[config.mk]
export PLATFORM = sky130hd
export DESIGN_NAME = division_param
export DESIGN_NICKNAME = d
export VERILOG_FILES = /design/src/rtl/division_param.sv
export SDC_FILE = /design/constraint.sdc
export NUM_CORES = 1
export LEC_CHECK = 0
export ABC_AREA = 1
export CORE_ASPECT_RATIO = 1.1
export CORE_MARGIN = 2
export CORE_UTILIZATION = 48
export CTS_CLUSTER_DIAMETER = 100
export DETAILED_ROUTE_END_ITERATION = 7
export PLACE_DENSITY = 0.77
export SLEW_MARGIN = 0
export SYNTH_ARGS = -nofsm -noshare
export SYNTH_HDL_FRONTEND = slang
export SYNTH_SLANG_ARGS = --single-unit
[constraint.sdc]
create_clock -name clk -period 5.8 [get_ports clk]
set_input_delay 0.58 -clock clk [delete_from_list [all_inputs] [get_ports clk]]
set_output_delay 0.58 -clock clk [all_outputs]
set_load 0.05 [all_outputs]
[src/rtl/division_param.sv]
// division_param: sequential restoring divider producing an unsigned
// fixed-point quotient (DIVIDEND_W integer bits, FRAC_W fractional bits),
// one bit per cycle MSB first, with remainder, divide-by-zero flag and
// early termination once every remaining quotient bit is provably zero.
module division_param #(
    parameter int DIVIDEND_W = 10,
    parameter int DIVISOR_W  = 3,
    parameter int FRAC_W     = 10
) (
    input  logic                         clk,
    input  logic                         rst_n,
    input  logic                         in_valid,
    input  logic [DIVIDEND_W-1:0]        in_data_1,
    input  logic [DIVISOR_W-1:0]         in_data_2,
    output logic                         in_ready,
    output logic                         out_valid,
    output logic [DIVIDEND_W+FRAC_W-1:0] out_data,
    output logic [DIVISOR_W-1:0]         out_rem,
    output logic                         out_div0
);

    localparam int QW = DIVIDEND_W + FRAC_W;
    localparam int IW = (QW > 1) ? $clog2(QW) : 1;

    typedef enum logic [1:0] {
        IDLE,
        DIVIDE,
        FLUSH
    } state_t;

    state_t state;
    state_t state_next;

    logic [QW-1:0]        d;       // extended dividend {in_data_1, FRAC_W zeros}
    logic [DIVISOR_W-1:0] dv;      // captured divisor
    logic [DIVISOR_W-1:0] r;       // partial remainder, always < divisor
    logic [QW-1:0]        q;       // quotient bits produced so far
    logic [IW-1:0]        idx;     // bit currently being resolved

    logic [DIVISOR_W:0]   r_shift;
    logic [DIVISOR_W-1:0] r_next;
    logic                 q_bit;
    logic [QW-1:0]        q_step;
    logic                 low_zero;
    logic                 finish;

    // One restoring step for bit idx, plus the early-exit test: with a zero
    // remainder and no set dividend bits left below idx, all later quotient
    // bits are zero and the quotient register already holds the answer.
    always_comb begin
        r_shift = {r, d[idx]};
        q_bit   = (r_shift >= {1'b0, dv});
        r_next  = q_bit ? DIVISOR_W'(r_shift - {1'b0, dv}) : r_shift[DIVISOR_W-1:0];
        q_step  = q;
        q_step[idx] = q_bit;
        low_zero = 1'b1;
        for (int unsigned k = 0; k < QW; k++) begin
            if (k < 32'(idx) && d[k]) begin
                low_zero = 1'b0;
            end
        end
        finish = (idx == '0) || ((r_next == '0) && low_zero);
    end

    // State register.
    always_ff @(posedge clk or negedge rst_n) begin
        if (!rst_n) begin
            state <= IDLE;
        end else begin
            state <= state_next;
        end
    end

    // Next-state logic and the ready indication.
    always_comb begin
        state_next = state;
        in_ready   = (state == IDLE);
        case (state)
            IDLE: begin
                if (in_valid) begin
                    state_next = (in_data_2 == '0) ? FLUSH : DIVIDE;
                end
            end
            DIVIDE: begin
                if (finish) begin
                    state_next = IDLE;
                end
            end
            FLUSH:   state_next = IDLE;
            default: state_next = IDLE;
        endcase
    end

    // Operand capture, iteration registers and result registers.
    always_ff @(posedge clk or negedge rst_n) begin
        if (!rst_n) begin
            d         <= '0;
            dv        <= '0;
            r         <= '0;
            q         <= '0;
            idx       <= '0;
            out_valid <= 1'b0;
            out_data  <= '0;
            out_rem   <= '0;
            out_div0  <= 1'b0;
        end else begin
            out_valid <= 1'b0;
            case (state)
                IDLE: begin
                    if (in_valid) begin
                        d   <= QW'(in_data_1) << FRAC_W;
                        dv  <= in_data_2;
                        r   <= '0;
                        q   <= '0;
                        idx <= IW'(QW - 1);
                    end
                end
                DIVIDE: begin
                    r <= r_next;
                    q <= q_step;
                    if (finish) begin
                        // Bits below idx were cleared at capture and never
                        // written, so q_step already has them forced to 0.
                        out_data  <= q_step;
                        out_rem   <= r_next;
                        out_div0  <= 1'b0;
                        out_valid <= 1'b1;
                    end else begin
                        idx <= idx - IW'(1);
                    end
                end
                FLUSH: begin
                    out_data  <= '1;
                    out_rem   <= '0;
                    out_div0  <= 1'b1;
                    out_valid <= 1'b1;
                end
                default: ;
            endcase
        end
    end

endmodule

Word level (Yosys, flattened, before mapping)
Index checks and enable logic that the tools add are counted.

word-level totals
  input bits = 16
  logic and storage cells = 89
  output and inout port bits = 26
  flip-flop bits (word level) = 68

operators by class
  reduce and logical (&&, ||, !) cells = 24
  magnitude comparators = 13
  add/subtract/negate cells = 2
  equality and inequality tests = 5
  muxes and demuxes = 35

operators by type and width
  kind                                                                          number
  20-bit case mux with 2 select lines                                           2
  20-bit two-way mux                                                            2
  4-bit by 5-bit less-than comparator with 1-bit output, first input constant   6
  20-bit bitwise mux                                                            1
  5-bit less-than comparator, first input constant                              4
  1-bit two-way mux                                                             14
  1-bit logical AND                                                             12
  3-bit case mux with 2 select lines                                            2
  5-bit two-way mux                                                             2
  5-bit case mux with 2 select lines                                            1
  3-bit two-way mux                                                             3
  2-bit AND reduction                                                           4
  3-bit logical NOT                                                             2
  5-bit by 6-bit less-than comparator with 1-bit output, second input constant  1
  2-bit two-way mux                                                             3
  2-bit inequality test, second input constant                                  3
  1-bit binary-select mux with 5-bit select                                     1
  1-bit demux with 5-bit select                                                 1
  5-bit by 1-bit >= comparator with 1-bit output, second input constant         1
  5-bit logical NOT                                                             1
  5-bit by 1-bit subtractor with 5-bit output, second input constant            1
  4-bit by 3-bit >= comparator with 1-bit output                                1
  1-bit case mux with 2 select lines                                            2
  2-bit case mux with 2 select lines                                            1
  other kinds (7)                                                               8

Depth between registers and ports, before layout
  depth in word-level cells = 16
  mapped depth = 24
  gate-level depth less buffers = 23

Least setup slack after synthesis
OpenSTA, ideal clock, no wires.

  path kind = register to register
  start point = register idx[0]
  end point = register out_data[0]
  setup time = 0.119 ns
  clock period less this slack = 2.670 ns
  arrival time = 2.551 ns
  setup slack = 3.130 ns
  cell stages (with the launch flop) = 23
  data required time = 5.681 ns
  path buffers = 2
  cells stage by stage = dfrtp_1 -> buf_4 -> inv_4 -> nand2_1 -> nand3_1 -> nand3_1 -> nand2_1 -> nand2_1 -> inv_1 -> ha_1 -> inv_1 -> fa_1 -> nand2_1 -> nand4_1 -> nand2_1 -> nand3_1 -> nor2_2 -> nand3_2 -> nand3_4 -> nand2_4 -> buf_6 -> nand2_1 -> nand2_1

between the ends
  cells in the longest elaborated chain, start to end = 16
  elaborated cells on any way between the ends = 49
  classes of those cells = add/sub: 1; order compare: 13; eq/ne: 1; mux: 18; reduce/logical: 16

ends and longest elaborated chain
  item                                                   RTL line  source
  from (decl)                                            38        logic [IW-1:0] idx;
  from (signal assigned)                                 115       idx <= IW'(QW - 1);
  from (signal assigned)                                 129       idx <= idx - IW'(1);
  4-bit by 5-bit less-than comparator with 1-bit output  58        if (k < 32'(idx) && d[k]) begin
  1-bit logical AND                                      58
  1-bit two-way mux (10 in series)                       58
  1-bit logical AND                                      62        finish = (idx == '0) || ((r_next == '0) && low_zero);
  1-bit logical OR                                       62
  2-bit inequality test (no line)                        -
  2-bit AND reduction (no line)                          -
  to (signal assigned)                                   124       out_data <= q_step;
  to (decl)                                              17        output logic [DIVIDEND_W+FRAC_W-1:0] out_data,

Parallel ways exist; a longest one is shown, timed or not. The select of a mux whose other input is x is not followed.
A chain may end at the register's enable or synchronous reset.

Worst setup path in the final report
  start point = register idx[0]
  end point = register out_data[13]

The elaborated chain is that of the path after synthesis.

==> results.toml <==
[layout]
stdcell_area_sq_um = 4260
antenna_cells = 0
layout-drive-gt1-share_pct = 5.89
nets = 549
area_growth_pct = 16.2
mostFrequentLayoutCell = "nand2_1"
regArea_sq_um = 1700
layout_common_cells = "188 x nand2_1, 68 x dfrtp_1, 51 x inv_1, 41 x nand3_1, 40 x clkdlybuf4s50_1"
nFillCells = 693
final_cell_count_no_fill = 613
multi_input_area_sq_um = 1630

[worst_setup_path]
crit_required_ns = 6.04
crit_fanout = 28
arrival_ns = 3.88
reg2reg_slack_ns = 2.16
cp_slowest_cell = "dfrtp_1"
cpPeakStageDelay_ns = 0.58
reg2reg_depth = 21
cp_cell_sequence = "inv_4 > nand2_1 > nand2_1 > nand2_1 > nand3_1 > nand2_1 > nand2_1 > inv_1 > ha_1 > inv_1 > fa_1 > nand2_1 > nand3_1 > inv_1 > nand3_1 > nand2_1 > nand3_2 > nand3_4 > nand2_4 > nand2_1 > nand2_1"
end_kind = "flop"
r2r-start = "idx[0]$_DFFE_PN0P_"
cpMostUsedCell = "nand2_1"
worst_setup_path_start_kind = "flop"
crit-reg2reg-capture = "out_data[13]$_DFFE_PN0P_"
critical_path_class = "flop to flop"

[job]
max_cap_viol_count = 0

[placed_design]
hpwl_microns = 5750
port_buffers = 41
placed_area_sq_um = 4070
routabilityCongestion = 0.839
dp_cells = 597

[detailed_routing]
routedWlPerCell_microns = 13.3
first_iter_violations = 179
drc = 0
wl_microns = 8120
via_per_inst = 5.22
num_vias = 3198
drtPass1Iterations = 5
ant_nets = 0

[synthesis]
ys_types = 29
synth_nets = 516
synthXorXnorAreaFrac_pct = 0
synth_top_area_share_pct = 46.5
synth_seq_cells = 68
synth_area_leader_cell = "dfrtp_1"
synthSimpleGateAreaFrac_pct = 30.7
synth_area_sq_um = 3660
synth_seq_area_share_pct = 46.5
synth.top_cells.by_area = "dfrtp_1 46%, nand2_1 19%, nand3_1 5.6%, inv_1 5.2%, o22ai_1 3.9%"
synth.avg_cell_area_sq_um = 7.50
synth_top_family_by_area = "simple AND/OR/NAND/NOR gates"
synthCells = 488
synth-adder-area-share_pct = 4.30
synth-compound-area-share_pct = 9.46
synth-warning-count = 0
synth.area.mux_share_pct = 0

[power_and_ir_drop]
ir_drop_v = 0.000259
leakagePower_nw = 2.20
total_power_mw = 2.68
power.density_nw_per_um2 = 631

[timing]
finClkSkew_ns = 0.0107
fin_setup_tns_ns = 0
layout_min_cycle_time_ns = 3.64
setup_viol = 0
finalCritPeriodShare_pct = 62.8
rsz0062_at_grt = "false"
tightest_slew_ns = 0.841
fmax_ghz = 0.275
max_slew_margin_pct = 43.9
finalHoldViolations = 0
report.final.slew_viol_count = 0

[floorplanning]
placement_rows = 33
start_util_pct = 49.3
die_area_sq_um = 8350
fp.dieH_microns = 95.6
fp.dieW_microns = 87.3
core_area_sq_um = 7430
ios = 42

[global_route]
grt_antenna_before_repair = 0
grt_max_degree = 69
grt.total_usage_pct = 21.7
grt_pass1_wl_microns = 14200
overflow = 0
grt_pass1_vias = 3200

[clock_network]
hold_buffers = 0
clk_latency_ns = 0.36
cts_root_buffer = "clkbuf_8"
cts_resized = 0
cts.sinks = 68
htreeDepth = 3
cts_inserted_buffers = 9
clk_pin_slew_worst_paths_ns = 0.07
post_cts_buffers = 0
cts_buffer_depth = 2
cts_tree = "done"

[worst_hold_path]
min_path_type = "input pin to asynchronous set/reset pin"

[status]
outcome = "finished clean"
final cells by class:
type / instances / area share (%)
sequential: 68 / 40.0
tap: 87 / 2.56
inverter: 56 / 5.00
clock inverter: 5 / 1.23
multi-input combinational: 343 / 38.3
timing repair buffer: 43 / 9.88
clock buffer: 11 / 3.09
cells in the mapped netlist (all sizes together):
cell type,instances
o21ai,29
nor2,32
clkbuf,11
nand4,3
nor3,1
o22ai,23
a21oi,4
inv,56
o211ai,3
fa,1
a21boi,2
dfrtp,68
ha,11
nand2,190
nand3b,1
buf,10
nand3,43
cells by family after synthesis:
| logic type | count (synthesis) |
|---|---|
| AO/OA/AOI/OAI | 61 |
| adder cells (fa/ha/maj) | 12 |
| AND/OR/NAND/NOR | 270 |
| buffers and inverters | 77 |
| flip-flops | 68 |
how the worst max path moves through the flow:
stage,start,to,cells after the start
4_1_cts,idx[0]$_DFFE_PN0P_,out_rem[0]$_DFFE_PN0P_,21
3_5_place_dp,idx[0]$_DFFE_PN0P_,out_rem[0]$_DFFE_PN0P_,21
6_report,idx[0]$_DFFE_PN0P_,out_data[13]$_DFFE_PN0P_,21
3_3_place_gp,idx[0]$_DFFE_PN0P_,out_data[13]$_DFFE_PN0P_,21
2_1_floorplan,idx[0]$_DFFE_PN0P_,out_data[0]$_DFFE_PN0P_,22
5_1_grt,idx[0]$_DFFE_PN0P_,out_data[15]$_DFFE_PN0P_,21
through the flow:
stage | setup WS, ns | utilization, % | hold WS [ns]
after floorplan | 3.13 | - | 0.284
after global placement | 2.36 | 54.8 | 0.454
after detailed placement | 2.18 | 54.8 | 0.458
after CTS | 2.16 | 57.3 | 0.444
after global routing | 1.71 | 57.3 | 0.494
final | 2.16 | 57.3 | 0.396
layer usage:
layer / vias up / part of all wire, % / track usage [%] / routed length [microns]
met1: 1471 / 43 / 26.5 / 3500
met2: 96 / 49 / 35.9 / 3970
met5: - / 0 / 0 / 0
li1: 1609 / - / - / -
met4: 0 / 3.2 / 12.4 / 263
met3: 22 / 4.8 / 3.98 / 386
state kept, by name, indices dropped and copies added (netlist names):
signal / cells
out_data: 20
q: 20
d: 10
idx: 5
dv: 3
out_rem: 3
r: 3
state: 2
out_div0: 1
out_valid: 1
worst max-delay path, delay by kind of cell, from the launching register on:
family	cells	cell delay [ns]
adders and majority gates	2	0.51
buffers and inverters	4	0.70
DFF	1	0.58
and+or+nand+nor	15	1.73
report_power, final:
group	switching [mW]	internal [mW]	leakage [nW]
clock network	0.182	0.197	0.0931
registers	0.133	0.646	0.898
logic	1.07	0.462	1.21
total	1.38	1.30	2.20
Power figures use the tool's default switching activity.
==> RTL change 1 (same flow settings) <==
Set the parameter `DIVISOR_W` to 6 (it was 3).
--- a/src/rtl/division_param.sv
+++ b/src/rtl/division_param.sv
@@ -4,7 +4,7 @@
 // early termination once every remaining quotient bit is provably zero.
 module division_param #(
     parameter int DIVIDEND_W = 10,
-    parameter int DIVISOR_W  = 3,
+    parameter int DIVISOR_W  = 6,
     parameter int FRAC_W     = 10
 ) (
     input  logic                         clk,
Interface: changed (resized in_data_2 and out_rem); port bits go from 42 to 48. No check against the original RTL was run, so the function may have changed too.
==> RTL change 1 against the unedited design <==
Final cell count rose by 18%. Synthesized area rose by 17%. Clock power rose by 16%. Design area rose by 18%. Total power rose by 8.4%. Fmax rose by 0.34%. Die area rose by 16%. Sequential cell count rose by 9. Routed wire length rose by 18%. Setup slack improved by 0.012 ns. Critical path type unchanged. Critical endpoint is now out_rem[3]$_DFFE_PN0P_. Largest cell class is now multi-input gates.
==> RTL change 1: results (changes against the unedited design) <==
[run_status] status finished, final reports clean [unchanged]
[logic_synthesis] mean instance size in the synthesized netlist 7.60 um2 [was 7.50 um2]
[power_and_ir_drop] maximum VDD drop 0.255 mV [was 0.259 mV]
[final_layout] relative area of clock buffers and inverters in the final design 0.0438 [was 0.0432]
[route] iteration-0 DRC count of the detailed router 163 [was 179]
[route] vias per inst 5.22 [about the same]
[route] met2 layer wire length in the routed design 4540 um [was 3970 um]
[final_layout] Signal inverters 71 [was 56]
[sta] clock tree skew after final layout 0.00969 ns [was 0.0107 ns]
[grt] GR Layer Usage met1 0.289 [was 0.265]
[power_and_ir_drop] static leakage 2.59 nW [was 2.20 nW]
[placement] Detail Placement HPWL 6890 um [was 5750 um]
[final_layout] number of multi-input combinational cells in the layout 395 [was 343]
[final_layout] layout cell share with drive strength beyond 1 0.0691 [was 0.0589]
[grt] via count of the first global-routing pass 3,685 [was 3,200]
[logic_synthesis] adder-cell area share of the yosys netlist 0.0484 [was 0.0430]
[sta] transition time of the tightest slew-check pin 0.965 ns [was 0.841 ns]
[grt] first-pass GRT wire length 17,000 um [was 14,200 um]
[route] met1 wire length 4350 um [was 3500 um]
[route] wire length on met3 453 um [was 386 um]
[placement] number of placed instances with taps included 706 [was 597]
[placement] weighted congestion at the end of routability-driven global placement 0.883 [was 0.839]
[grt] global-route total usage across every layer 0.219 [was 0.217]
[logic_synthesis] cell area after technology mapping 4290 um2 [was 3660 um2]
[final_layout] fill cell total of the finished layout 810 [was 693]
[cts] total clock sinks 77 [was 68]
[route] average wire per standard cell 13.3 um [about the same]
[final_layout] final net count 638 [was 549]
[final_layout] footprint of the flip-flops and latches 1930 um2 [was 1700 um2]
[placement] pre-CTS setup slack 2.18 ns [about the same]
RTL change 1: path summary, 6_finish.rpt:
kind / start / endpoint / slack (ns) / depth (start not counted)
max in group asynchronous: rst_n / r[0]$_DFFE_PN0P_ / 4.70 / 2
min: rst_n / out_data[10]$_DFFE_PN0P_ / 0.45 / 2
max: idx[0]$_DFFE_PN0P_ / out_rem[3]$_DFFE_PN0P_ / 2.17 / 21
max reg2reg: idx[0]$_DFFE_PN0P_ / out_rem[3]$_DFFE_PN0P_ / 2.17 / 21
min reg2reg: out_data[3]$_DFFE_PN0P_ / out_data[3]$_DFFE_PN0P_ / 0.47 / 2
min in group clk: out_data[3]$_DFFE_PN0P_ / out_data[3]$_DFFE_PN0P_ / 0.47 / 2
RTL change 1: power by group:
group,internal (mW),switching [mW]
registers,0.702,0.119
clock network,0.236,0.202
logic,0.510,1.14
==> RTL change 2 (same flow settings) <==
Without the edit above. The 3 states of `state_t` get a one-hot encoding in 3 bits.
--- a/src/rtl/division_param.sv
+++ b/src/rtl/division_param.sv
@@ -22,10 +22,10 @@
     localparam int QW = DIVIDEND_W + FRAC_W;
     localparam int IW = (QW > 1) ? $clog2(QW) : 1;
 
-    typedef enum logic [1:0] {
-        IDLE,
-        DIVIDE,
-        FLUSH
+    typedef enum logic [2:0] {
+        IDLE   = 3'b001,
+        DIVIDE = 3'b010,
+        FLUSH  = 3'b100
     } state_t;
 
     state_t state;
Formal check against the unedited RTL: no difference found for any inputs over 4 cycles, from zero or initial values and one cycle with rst_n low; so few cycles prove little.
==> RTL change 2 against the unedited design <==
Global-route usage down 0.58 points. Total power down 7.6%. Setup slack worse by 0.38 ns. Synthesized area down 0.14%. Largest power group unchanged. Clock skew down 0.0017 ns. Worst hold slack better by 0.032 ns. Clock power up 13%. First-iteration DRC count up 9.5%. Routed wire length down 2.3%. Combinational power down 17%. Sequential cell count up 1. Utilization up 0.54 points. Design area up 0.94%. Largest cell class unchanged.
==> RTL change 2: results (changes against the unedited design) <==
[run_status] status finished, final reports clean [unchanged]
[grt] maximum number of pins on one net before global-route repair 70 [was 69]
[sta] final period utilization 0.693 [was 0.628]
[setup_path] Crit path arrival time 4.30 ns [was 3.88 ns]
[final_layout] post-route standard cell area excluding fillers 4300 um2 [was 4260 um2]
[logic_synthesis] top area cells in the synthesized netlist sky130_fd_sc_hd__dfrtp_1 47%, sky130_fd_sc_hd__nand2_1 20%, sky130_fd_sc_hd__nand3_1 6.0% [was sky130_fd_sc_hd__dfrtp_1 46%, sky130_fd_sc_hd__nand2_1 19%, sky130_fd_sc_hd__nand3_1 5.6%]
[placement] Detail Placement HPWL 5210 um [was 5750 um]
[sta] transition time of the tightest slew-check pin 0.942 ns [was 0.841 ns]
[logic_synthesis] Seq/Total Area, Yosys 0.472 [was 0.465]
[route] DR vias 3,181 [was 3,198]
[setup_path] crit-path max cell delay 0.61 ns [was 0.58 ns]
[setup_path] reg2reg setup slack 1.78 ns [was 2.16 ns]
[placement] Area after DPL 4080 um2 [was 4070 um2]
[final_layout] layout cell share with drive strength beyond 1 0.0860 [was 0.0589]
[route] Total Wirelength 7940 um [was 8120 um]
[setup_path] maximum fanout encountered on the critical timing path 31 [was 28]
[power_and_ir_drop] static leakage 2.37 nW [was 2.20 nW]
[final_layout] final net count 543 [was 549]
[grt] global-route total usage across every layer 0.211 [was 0.217]
[power_and_ir_drop] maximum VDD drop 0.336 mV [was 0.259 mV]
[placement] number of placed instances with taps included 594 [was 597]
[logic_synthesis] list of most frequent post-synthesis cells 192 x sky130_fd_sc_hd__nand2_1, 68 x sky130_fd_sc_hd__dfrtp_1, 44 x sky130_fd_sc_hd__nand3_1, 43 x sky130_fd_sc_hd__inv_1, 28 x sky130_fd_sc_hd__a21oi_1 [was 188 x sky130_fd_sc_hd__nand2_1, 68 x sky130_fd_sc_hd__dfrtp_1, 51 x sky130_fd_sc_hd__inv_1, 41 x sky130_fd_sc_hd__nand3_1, 28 x sky130_fd_sc_hd__o21ai_0]
[grt] via count of the first global-routing pass 3,083 [was 3,200]
[route] vias per inst 5.21 [was 5.22]
[final_layout] fill cell total of the finished layout 668 [was 693]
[RTL change 2: cell count changes after synthesis, moves of 3 or more]
| cell | before | now |
|---|---|---|
| sky130_fd_sc_hd__nand3_1 | 41 | 44 |
| sky130_fd_sc_hd__mux2_2 | 0 | 5 |
| sky130_fd_sc_hd__nor2_1 | 27 | 17 |
| sky130_fd_sc_hd__o22ai_1 | 23 | 0 |
| sky130_fd_sc_hd__nand2_1 | 188 | 192 |
| sky130_fd_sc_hd__a21oi_1 | 4 | 28 |
| sky130_fd_sc_hd__ha_1 | 11 | 8 |
| sky130_fd_sc_hd__o211ai_1 | 3 | 0 |
| sky130_fd_sc_hd__inv_1 | 51 | 43 |
[RTL change 2: power by group]
part	leakage (nW)	internal (mW)	switching, mW
clock	0.110	0.242	0.187
combinational	1.37	0.401	0.873
sequential	0.892	0.647	0.130
[RTL change 2: layout make-up]
class | count | area share
Clock buffer | 10 | 0.0297
Tap cell | 87 | 0.0253
Multi-Input combinational cell | 345 | 0.380
Timing Repair Buffer | 44 | 0.0996
Inverter | 49 | 0.0428
Clock inverter | 6 | 0.0204
Sequential cell | 69 | 0.402
[RTL change 2: metal layers]
| layer | vias to the layer above | wire [um] | global-route usage |
|---|---|---|---|
| met2 | 89 | 3830 | 0.354 |
| met1 | 1477 | 3510 | 0.266 |
| met5 | - | 0 | 0 |
| met3 | 21 | 399 | 0.0390 |
| li1 | 1594 | - | - |
| met4 | 0 | 200 | 0.0962 |
